### src/rtl/ctc_word_timing.sv
// ctc_word_timing: 56-bit-time word counter, one-entry instruction buffer, is/sync serializer, ws/P/cond execute stage.
// Latency: an instruction accepted in word N is serialized at T45..T54 of word N and executes in word N+1.
// Backpressure: instr_ready drops while the buffer is full and reopens at T44. Build option: CTC_PTR_INCDEC_EN (type 11 adjusts P).
module ctc_word_timing #(
  parameter int WORD_BITS  = 56,
  parameter int SYNC_FIRST = 45,
  parameter int P_RESET    = 0
) (
  input  logic       cph2,
  input  logic       rst_n,
  input  logic [9:0] instr,
  input  logic       instr_valid,
  output logic       instr_ready,
  input  logic       carry,
  output logic       sync,
  output logic       is,
  output logic       ws,
  output logic       cond,
  output logic [3:0] ptr,
  output logic       t0
);

  localparam logic [5:0] L_LAST   = 6'(WORD_BITS - 1);
  localparam logic [5:0] L_LOAD   = 6'(SYNC_FIRST - 1);
  localparam logic [5:0] L_SFIRST = 6'(SYNC_FIRST);
  localparam logic [5:0] L_SLAST  = 6'(SYNC_FIRST + 9);
  localparam logic [1:0] TY_PTR   = 2'b01;
  localparam logic [1:0] TY_ARITH = 2'b10;

  logic [5:0] r_cnt;
  logic       r_full;
  logic [9:0] r_buf;
  logic [9:0] r_shift;
  logic [9:0] r_exec;
  logic [3:0] r_ptr;
  logic       r_cond;
  logic       r_sync;
  logic       r_is;

  logic [5:0] w_cnt_nxt;
  logic       w_load;
  logic       w_wrap;
  logic       w_accept;
  logic [9:0] w_shift_nxt;
  logic       w_win_nxt;
  logic [3:0] w_idx;
  logic [3:0] w_digit;
  logic       w_ws;
  logic [3:0] w_ptr_nxt;
  logic       w_unused;

  assign w_wrap      = (r_cnt == L_LAST);
  assign w_load      = (r_cnt == L_LOAD);
  assign w_cnt_nxt   = w_wrap ? 6'd0 : r_cnt + 6'd1;
  assign instr_ready = !r_full || w_load;
  assign w_accept    = instr_valid && instr_ready;
  // An empty buffer at T44 hands a NOP to the serializer.
  assign w_shift_nxt = w_load ? (r_full ? r_buf : 10'b0) : r_shift;
  assign w_win_nxt   = (w_cnt_nxt >= L_SFIRST) && (w_cnt_nxt <= L_SLAST);
  assign w_idx       = 4'(w_cnt_nxt - L_SFIRST);
  assign w_digit     = r_cnt[5:2];
  // Opcode bit 5 is not decoded by this stage.
  assign w_unused    = r_exec[5];

  assign t0   = (r_cnt == 6'd0);
  assign sync = r_sync;
  assign is   = r_is;
  assign ws   = w_ws;
  assign cond = r_cond;
  assign ptr  = r_ptr;

  // Bit-time counter, wraps at the end of the word.
  always_ff @(posedge cph2 or negedge rst_n) begin
    if (!rst_n) r_cnt <= 6'd0;
    else        r_cnt <= w_cnt_nxt;
  end

  // One-entry buffer: drained at T44, refilled by any accept in the same cycle.
  always_ff @(posedge cph2 or negedge rst_n) begin
    if (!rst_n) begin
      r_full <= 1'b0;
      r_buf  <= 10'b0;
    end else begin
      if (w_load)   r_full <= 1'b0;
      if (w_accept) begin
        r_full <= 1'b1;
        r_buf  <= instr;
      end
    end
  end

  // Serializer: sync/is registered from the next count so they switch on entering the bit time.
  always_ff @(posedge cph2 or negedge rst_n) begin
    if (!rst_n) begin
      r_shift <= 10'b0;
      r_sync  <= 1'b0;
      r_is    <= 1'b0;
    end else begin
      r_shift <= w_shift_nxt;
      r_sync  <= w_win_nxt;
      r_is    <= w_win_nxt ? w_shift_nxt[w_idx] : 1'b0;
    end
  end

  // Word-select window decode for arithmetic instructions; digits never exceed 13 in a 56-bit word.
  always_comb begin
    w_ws = 1'b0;
    if (r_exec[1:0] == TY_ARITH) begin
      case (r_exec[4:2])
        3'b000:  w_ws = (w_digit == r_ptr);
        3'b001:  w_ws = (w_digit >= 4'd3) && (w_digit <= 4'd12);
        3'b010:  w_ws = (w_digit <= 4'd1);
        3'b011:  w_ws = (w_digit <= 4'd13);
        3'b100:  w_ws = (w_digit <= r_ptr) && (w_digit <= 4'd13);
        3'b101:  w_ws = (w_digit >= 4'd3) && (w_digit <= 4'd13);
        3'b110:  w_ws = (w_digit == 4'd2);
        default: w_ws = (w_digit == 4'd13);
      endcase
    end
  end

  // Pointer update applied at the last bit time of the executing word.
  always_comb begin
    w_ptr_nxt = r_ptr;
    case (r_exec[1:0])
      TY_PTR:  w_ptr_nxt = r_exec[9:6];
`ifdef CTC_PTR_INCDEC_EN
      2'b11:   w_ptr_nxt = r_exec[2] ? ((r_ptr == 4'd0)  ? 4'd13 : r_ptr - 4'd1)
                                     : ((r_ptr == 4'd13) ? 4'd0  : r_ptr + 4'd1);
`endif
      default: w_ptr_nxt = r_ptr;
    endcase
  end

  // Execute stage: load next instruction, commit pointer and carry flag at T55.
  always_ff @(posedge cph2 or negedge rst_n) begin
    if (!rst_n) begin
      r_exec <= 10'b0;
      r_ptr  <= 4'(P_RESET);
      r_cond <= 1'b0;
    end else if (w_wrap) begin
      r_exec <= r_shift;
      r_ptr  <= w_ptr_nxt;
      if (r_exec[1:0] == TY_ARITH) r_cond <= carry;
    end
  end

endmodule

### config.mk
export PLATFORM = sky130hd
export DESIGN_NAME = ctc_word_timing
export DESIGN_NICKNAME = d
export VERILOG_FILES = /design/src/rtl/ctc_word_timing.sv
export SDC_FILE = /design/constraint.sdc
export NUM_CORES = 1
export LEC_CHECK = 0
export ABC_AREA = 1
export CAP_MARGIN = 20
export CORE_MARGIN = 2
export CORE_UTILIZATION = 41
export CTS_BUF_LIST = sky130_fd_sc_hd__clkbuf_4
export CTS_CLUSTER_SIZE = 8
export DETAILED_ROUTE_END_ITERATION = 8
export GPL_ROUTABILITY_DRIVEN = 0
export PLACE_DENSITY = 0.64
export SETUP_SLACK_MARGIN = 0.5
export SLEW_MARGIN = 20
export SYNTH_ARGS = -nofsm -noshare
export SYNTH_HDL_FRONTEND = slang
export SYNTH_SLANG_ARGS = --single-unit
### constraint.sdc
create_clock -name cph2 -period 2.1 [get_ports cph2]
set_clock_uncertainty 0.1 [all_clocks]
set_input_delay 0.315 -clock cph2 [delete_from_list [all_inputs] [get_ports cph2]]
set_output_delay 0.315 -clock cph2 [all_outputs]
set_load 0.02 [all_outputs]
# Yosys cells after proc, flatten, opt, wreduce, memory -nomap -nowiden
# Index checks and enable logic that the tools add are counted.
[totals] ff_bits=44 in_bits=14 out_inout_bits=10 elab_cells=54
[op_classes] n_addsub=2 n_lt_le_gt_ge=8 n_eq_ne=13 mux=10 n_reduce_logical=12
[op_table] cell="10-bit two-way mux" count=2
[op_table] cell="6-bit equality test, second input constant" count=2
[op_table] cell="3-bit equality test, second input constant" count=3
[op_table] cell="4-bit <= comparator, second input constant" count=2
[op_table] cell="1-bit case mux with 7 select lines" count=1
[op_table] cell="6-bit by 1-bit adder with 6-bit output, second input constant" count=1
[op_table] cell="3-bit by 2-bit equality test with 1-bit output, second input constant" count=2
[op_table] cell="6-bit greater-or-equal comparator, second input constant" count=1
[op_table] cell="6-bit <= comparator, second input constant" count=1
[op_table] cell="6-bit logical NOT" count=1
[op_table] cell="6-bit two-way mux" count=1
[op_table] cell="1-bit logical AND" count=5
[op_table] cell="4-bit by 5-bit less-than comparator with 1-bit output, second input constant" count=1
[op_table] cell="1-bit two-way mux" count=5
[op_table] cell="1-bit binary-select mux with 4-bit select" count=1
[op_table] cell="4-bit by 2-bit equality test with 1-bit output, second input constant" count=1
[op_table] cell="4-bit equality test" count=1
[op_table] cell="4-bit equality test, second input constant" count=1
[op_table] cell="4-bit by 2-bit greater-or-equal comparator with 1-bit output, second input constant" count=1
[op_table] cell="4-bit by 1-bit <= comparator with 1-bit output, second input constant" count=1
[op_table] cell="4-bit <= comparator" count=1
[op_table] cell="2-bit AND reduction" count=2
[op_table] cell="4-bit subtractor, second input constant" count=1
[op_table] cell="3-bit by 1-bit equality test with 1-bit output, second input constant" count=1
[op_table] cell="other kinds (6)" count=6

# Longest topological paths before layout
# Gate-level depths: netlist (run 1).
[depth] word_depth=6 mapped_depth=14 depth_no_buf=13

# Worst setup path before layout (run 1)
# OpenSTA, ideal clock, no wires.
[synth_timing] kind="register to output" from="register r_ptr[1], in the netlist ptr[1]" to="output port ws" t_arrival_ns=1.559 required_ns=1.685 setup_slack_ns=0.126 stages_incl_launch_ff=12 path_buffers=0 path_cell_list="dfrtp_1 -> inv_1 -> ha_1 -> inv_1 -> o21bai_1 -> nand3_1 -> nand3_1 -> nand3_1 -> nand2_1 -> nand2_1 -> nand2_1 -> a21oi_1"
[synth_between] elab_chain_cells=4 word_cells_on_any_way=5 cone_classes="order compare (1); eq/ne (1); mux (2); reduce/logical (1)"
[synth_lines] item="start, declared" line_no="35" text="logic [3:0] r_ptr;"
[synth_lines] item="start signal, assigned" line_no="139" text="r_ptr <= 4'(P_RESET);"
[synth_lines] item="start signal, assigned" line_no="143" text="r_ptr <= w_ptr_nxt;"
[synth_lines] item="4-bit <= comparator" line_no="114" text="3'b100: w_ws = (w_digit <= r_ptr) && (w_digit <= 4'd13);"
[synth_lines] item="1-bit logical AND" line_no="114"
[synth_lines] item="1-bit case mux with 7 select lines *" line_no="109" text="case (r_exec[4:2])"
[synth_lines] item="1-bit two-way mux *" line_no="108" text="if (r_exec[1:0] == TY_ARITH) begin"
[synth_lines] item="end, declared" line_no="17" text="output logic ws,"
# Mark *: on every way between the ends. The rest lies on a longest branch, timed or not.

# Worst setup path after layout (run 1)
[layout_timing] from="register r_cnt[3]" to="output port ws"
[layout_between] elab_chain_cells=4 word_cells_on_any_way=13 cone_classes="order compare (5); eq/ne (3); mux (2); reduce/logical (3)"
[layout_lines] item="start, declared" line_no="30" text="logic [5:0] r_cnt;"
[layout_lines] item="start signal, assigned" line_no="75" text="else r_cnt <= w_cnt_nxt;"
[layout_lines] item="4-bit by 2-bit greater-or-equal comparator with 1-bit output (tied with other cells)" line_no="111, 115"
[layout_lines] item="1-bit logical AND, on equally long branches" line_no="115, 111, 114"
[layout_lines] item="1-bit case mux with 7 select lines *" line_no="109"
[layout_lines] item="1-bit two-way mux *" line_no="108"
# Marks and branches as above.

==> results of run 1 <==
==> stage by stage <==
step	std cells	setup TNS [ps]	hold WS, ps	instance area [µm²]
6_report	422	-199.2	201.1	3378
5_1_grt	422	-650.2	180.3	3378
4_1_cts	412	-171.2	188.2	3154
3_5_place_dp	389	-295.4	64.11	2814
3_3_place_gp	389	-249.3	65.19	2814
2_1_floorplan	278	0	-80.59	2389
==> report_power, final <==
| group | internal (mW) | switching (mW) | total (mW) |
|---|---|---|---|
| Combinational | 0.0808 | 0.0543 | 0.135 |
| Sequential | 0.856 | 0.0219 | 0.878 |
| Clock | 0.130 | 0.277 | 0.406 |
| Total | 1.07 | 0.353 | 1.42 |
==> timing repair <==
item                                    CTS  global route
hold buffers                              1             0
gates cloned                              2             1
pin swaps                                 9            13
endpoints found under the setup margin   36            38
resized for setup                        63            60
buffers inserted                         12             9
endpoints found under the hold margin     6             0
==> state kept, by name (all words and copies together), names as in the netlist <==
name and count:
cond 1, r_buf 10, r_full 1, r_shift 10
sync 1, r_cnt 6, ptr 4, r_exec 9
is 1
==> metal layers <==
metal / track usage / wire length, µm / up-vias
li1: - / - / 1020
met1: 0.2343 / 2466 / 927
met2: 0.3025 / 2709 / 39
met3: 0.03750 / 159 / 8
met4: 0.05172 / 84 / 0
met5: 0 / 0 / -
==> synth_stat cells <==
cell type  number  share of area
ha_1            7          0.038
inv_1          37          0.060
o21bai_1        1         0.0032
buf_2           2         0.0043
nand2_2         8          0.022
nor2_2          3         0.0081
nand4_4         1         0.0091
nor4_1          1         0.0027
nand3_2         2         0.0086
mux2_2          5          0.024
o21ai_0        16          0.034
a21oi_1         4         0.0086
nand2_4         1         0.0048
nor2_8          1         0.0086
nor3_1          2         0.0043
inv_2           4         0.0065
nand4_1         2         0.0054
nand2_1        79           0.13
buf_4           1         0.0032
buf_6           4          0.019
nand3_1        19          0.041
mux2_4          5          0.032
nor2_1         25          0.040
o21ai_1         3         0.0065
nand3_4         2          0.015
dfrtp_1        43           0.46
==> layout by cell type (no fill, tap or decap), types with 4 or more instances in the layout <==
master            n
o21ai_1          11
o21ai_0           4
nand2_2          17
clkbuf_4          5
buf_6            21
nand3_4           4
o21ai_2           4
inv_1            29
ha_1              4
nor2_4            7
buf_4            23
clkdlybuf4s50_1  12
nand2_4           6
nand3_1          18
mux2_4           10
nand2_1          63
inv_2             9
dfrtp_2           5
nor2_1           21
dfrtp_1          38
buf_2             4
==> worst paths after layout <==
path / start / to / slack, ps
worst min register to register: r_shift[0]$_DFF_PN0_ / r_exec[0]$_DFFE_PN0P_ / 410
max in group asynchronous: rst_n / r_cnt[3]$_DFF_PN0_ / 960
min in group cph2: r_shift[0]$_DFF_PN0_ / r_exec[0]$_DFFE_PN0P_ / 410
worst max register to register: r_cnt[3]$_DFF_PN0_ / is$_DFF_PN0_ / 0
worst max-delay path: r_cnt[3]$_DFF_PN0_ / ws / -160
worst min-delay path: rst_n / is$_DFF_PN0_ / 200
==> worst max-delay path: cells and delay by family (launching register included) <==
family	cells	cell delay [ps]
flip-flops	1	450
AO/OA/AOI/OAI	1	140
buffers and inverters	6	640
AND/OR/NAND/NOR	4	260
==> final cells by class <==
class / count / area, µm²
Clock buffer: 5 / 37.54
Inverter: 41 / 161.4
Multi-Input combinational cell: 189 / 1301
Timing Repair Buffer: 69 / 688.2
Tap cell: 72 / 90.09
Sequential cell: 43 / 1082
Clock inverter: 3 / 17.52
Fill cell: 458 / 2128
==> cell families after synthesis <==
kind of cell,Yosys count
and+or+nand+nor,146
DFF,43
AOI/OAI and AO/OA,24
buffers and inverters,48
adders and majority gates,7
muxes,10
==> flow_metrics.tcl, run 1 <==
set metrics [dict create \
    status "complete, but fails checks" \
    failed_checks "setup timing" \
    finalHoldViolations 0 \
    max_freq_mhz 441.8 \
    grt_max_degree 38 \
    slowest_stage "dfrtp_2" \
    io_buffers 23 \
    drt-pass1-iter-count 4 \
    drcViolationCount 0 \
    max_slew_margin 0.6909 \
    drtIter0Drc 84 \
    crit_arrival_ps 1850 \
    io_pins 24 \
    routedWlPerCell_um 12.84 \
    tightest_slew_ps 463.7 \
    antennaDiodeCount 0 \
    utilization 0.6135 \
    synth_fa_ha_area_frac 0.03767 \
    first_global_vias 1914 \
    syn_to_final_growth_pct 45.32 \
    cp-start-kind "flip-flop" \
    cpMostUsedCell "buf_6" \
    core_area_um2 5507 \
    crit_type "reg -> out" \
    die_y_um 79.30 \
    p_per_area_nw_per_um2 420.2 \
    syn_area_per_cell_um2 8.362 \
    cts_sinks 43 \
    ys_warn_count 0 \
    yosysSeqAreaShare 0.4629 \
    worst_slack_ps -163.6 \
    grt_pass1_wl_um 8873 \
    wl_um 5419 \
    track_usage 0.1799 \
    insertion_delay_ps 350 \
    drive_gt1_frac 0.3971 \
    slew_viol_final 0 \
    yosys.area_share.simple 0.2971 \
    maxCapViolCount 0 \
    synth_top_family_by_area "simple AND/OR/NAND/NOR gates" \
    p_leak_nw 1.735 \
    num_rows 27 \
    worstPathRequired_ps 1680 \
    synth_nets 299 \
    path_clk_slew_ps 130 \
    dp_slack_ps -295.4 \
    r2r_cells 18 \
    overflow 0 \
    rsz0062_at_grt "yes" \
    p_total_mw 1.420 \
    path_cells "buf_6 -> buf_6 -> buf_6 -> inv_4 -> nor2_1 -> inv_1 -> nand2_1 -> nand3_1 -> nand2_2 -> a21oi_4 -> buf_6" \
    initial_core_util 0.4222 \
    setup_viol 3 \
    layout_min_cycle_time_ps 2264 \
    min_path_type "in -> async" \
    ys_ff_latch 43 \
    clockRootBuffer "clkbuf_4" \
    dieArea_um2 6288 \
    end_kind "output pin" \
    synth-compound-area-share 0.05274 \
    cts_buffers 5 \
    syn_inst 278 \
    ant_nets 0 \
    viasPerCell 4.725 \
    hpwl_um 3617 \
    max_stage_delay_ps 450 \
    nets 370 \
    antenna_found_initial 0 \
    vdd_drop_max_mv 0.3789 \
    via_count 1994 \
    fp.dieW_um 79.30 \
    cts.path.max_buffers 2 \
    tritoncts "done" \
    netlist-cell-type-count 26 \
    yosys.area_share.xor_xnor 0 \
    cp_max_fo 3 \
    h-tree-depth 2 \
    synth_mux_area_frac 0.05651 \
    synthesis.area_um2 2325 \
    fin_crit_sh 1.078 \
]
No activity file was read; power rests on OpenSTA's default activity.
==> run 2: changes to the inputs <==
ABC_CLOCK_PERIOD_IN_PS = 2100   (was default)
SLEW_MARGIN = default   (was 20)
==> results of run 2 <==
The final DEF is identical to that of run 1; final timing and power are the same.
==> run 3: changes to the inputs <==
SKIP_LAST_GASP = 1   (was default)
==> flow_metrics.tcl, run 3 (synthesis results as in run 1) <==
set metrics [dict create \
    hpwl_um 3617 \
    cts.path.max_buffers 2 \
    max_stage_delay_ps 450 \
    num_rows 27 \
    setup_viol 2 \
    crit_type "reg -> out" \
    grt_max_degree 38 \
    tightest_slew_ps 465.6 \
    r2r_cells 18 \
    dpl.cell_count 389 \
    crit_arrival_ps 1840 \
    nets 372 \
    tritoncts "done" \
    final_common_cell "nand2_1" \
    reg.largest.list "r_buf: 10 flops, r_shift: 10 flops, r_exec: 9 flops" \
    die_y_um 79.30 \
    placed_cell_area_um2 2814 \
    fp.dieW_um 79.30 \
    syn_to_final_growth_pct 44.78 \
    h-tree-depth 2 \
    viasPerCell 4.686 \
    end_kind "output pin" \
    dieArea_um2 6288 \
    cts_buffers 5 \
    cp_max_fo 3 \
    via_count 1987 \
    final_cell_mix "67 x nand2_1, 38 x dfrtp_1, 29 x inv_1, 26 x buf_4, 21 x nor2_1" \
    cp.depth 11 \
    critical_path_buf_inv_count 6 \
    grt_pass1_wl_um 8832 \
    io_pins 24 \
    fin_crit_sh 1.076 \
    vdd_drop_max_mv 0.3472 \
    overflow 0 \
    failed_checks "setup timing" \
    slew_viol_final 0 \
    worstPathRequired_ps 1680 \
    p_per_area_nw_per_um2 423.2 \
    drt-pass1-iter-count 4 \
    worst_slack_ps -159.2 \
    path_clk_slew_ps 130 \
    wl_um 5404 \
    max_slew_margin 0.6896 \
    io_buffers 23 \
    max_freq_mhz 442.6 \
    drive_gt1_frac 0.3892 \
    track_usage 0.1796 \
    antennaDiodeCount 0 \
    drcViolationCount 0 \
    layout_min_cycle_time_ps 2259 \
    stdcell_count 424 \
    routedWlPerCell_um 12.75 \
    maxCapViolCount 0 \
    status "complete, but fails checks" \
    rsz0062_at_grt "yes" \
    utilization 0.6112 \
    stdcell_area_um2 3366 \
    drtIter0Drc 113 \
    fin_hold_ws_ps 197.9 \
    path_cells "buf_6 -> buf_6 -> buf_6 -> inv_4 -> nor2_1 -> inv_1 -> nand2_1 -> nand3_1 -> nand2_2 -> a21oi_4 -> buf_6" \
    initial_core_util 0.4222 \
    p_leak_nw 1.736 \
    first_global_vias 1893 \
    cp-start-kind "flip-flop" \
    ant_nets 0 \
    min_path_type "in -> async" \
    critical_path.top_delay_family "buffers and inverters" \
    cpMostUsedCell "buf_6" \
    dp_slack_ps -295.4 \
    cts_sinks 43 \
    clockRootBuffer "clkbuf_4" \
    finalHoldViolations 0 \
    slowest_stage "dfrtp_2" \
    antenna_found_initial 0 \
    core_area_um2 5507 \
    fill_cells 474 \
    insertion_delay_ps 350 \
]
==> run 3: layout make-up <==
| cell class | count | area [µm²] | share of cell area |
|---|---|---|---|
| inverters | 41 | 161.4 | 0.04796 |
| flip-flops and latches | 43 | 1082 | 0.3216 |
| well taps | 72 | 90.09 | 0.02677 |
| repair buffers | 71 | 699.4 | 0.2078 |
| clock buffers | 5 | 37.54 | 0.01115 |
| clock inverters | 3 | 17.52 | 0.005204 |
| multi-input cells | 189 | 1277 | 0.3796 |
==> run 3: routing by layer <==
layer  track usage  vias to the layer above  share of wire
met4       0.05345                        0          0.014
met2        0.3017                       38           0.50
met5             0                        -              0
met1        0.2350                      921           0.46
met3       0.03523                        8          0.030
li1              -                     1020              -
==> run 3: stage by stage <==
step,setup TNS [ps],power (mW)
floorplan,0,0.9499
global placement,-249.3,1.000
detailed placement,-295.4,1.004
CTS,-171.2,1.416
global route,-619.8,1.504
finish,-173.6,1.424
==> run 3: where the power goes <==
group	internal [mW]	switching (mW)
clock network	0.130	0.278
logic	0.0836	0.0556
registers	0.856	0.0216
total	1.07	0.355
==> run 3: repair_timing <==
action	4_1_cts	5_1_grt
hold endpoints to repair	6	0
setup buffers	12	11
gates resized for setup	47	68
endpoints found under the setup margin	36	38
pin swaps	8	12
hold buffers	1	0
cloned	2	1
==> run 3: path summary, 6_finish.rpt <==
path,startpoint,endpoint,slack (ps)
setup / recovery,r_cnt[3]$_DFF_PN0_,ws,-160
hold / removal,rst_n,is$_DFF_PN0_,200
setup reg to reg,r_cnt[3]$_DFF_PN0_,is$_DFF_PN0_,-10
hold reg to reg,r_shift[0]$_DFF_PN0_,r_exec[0]$_DFFE_PN0P_,400
max in group asynchronous,rst_n,r_cnt[3]$_DFF_PN0_,970
min in group cph2,r_shift[0]$_DFF_PN0_,r_exec[0]$_DFFE_PN0P_,400
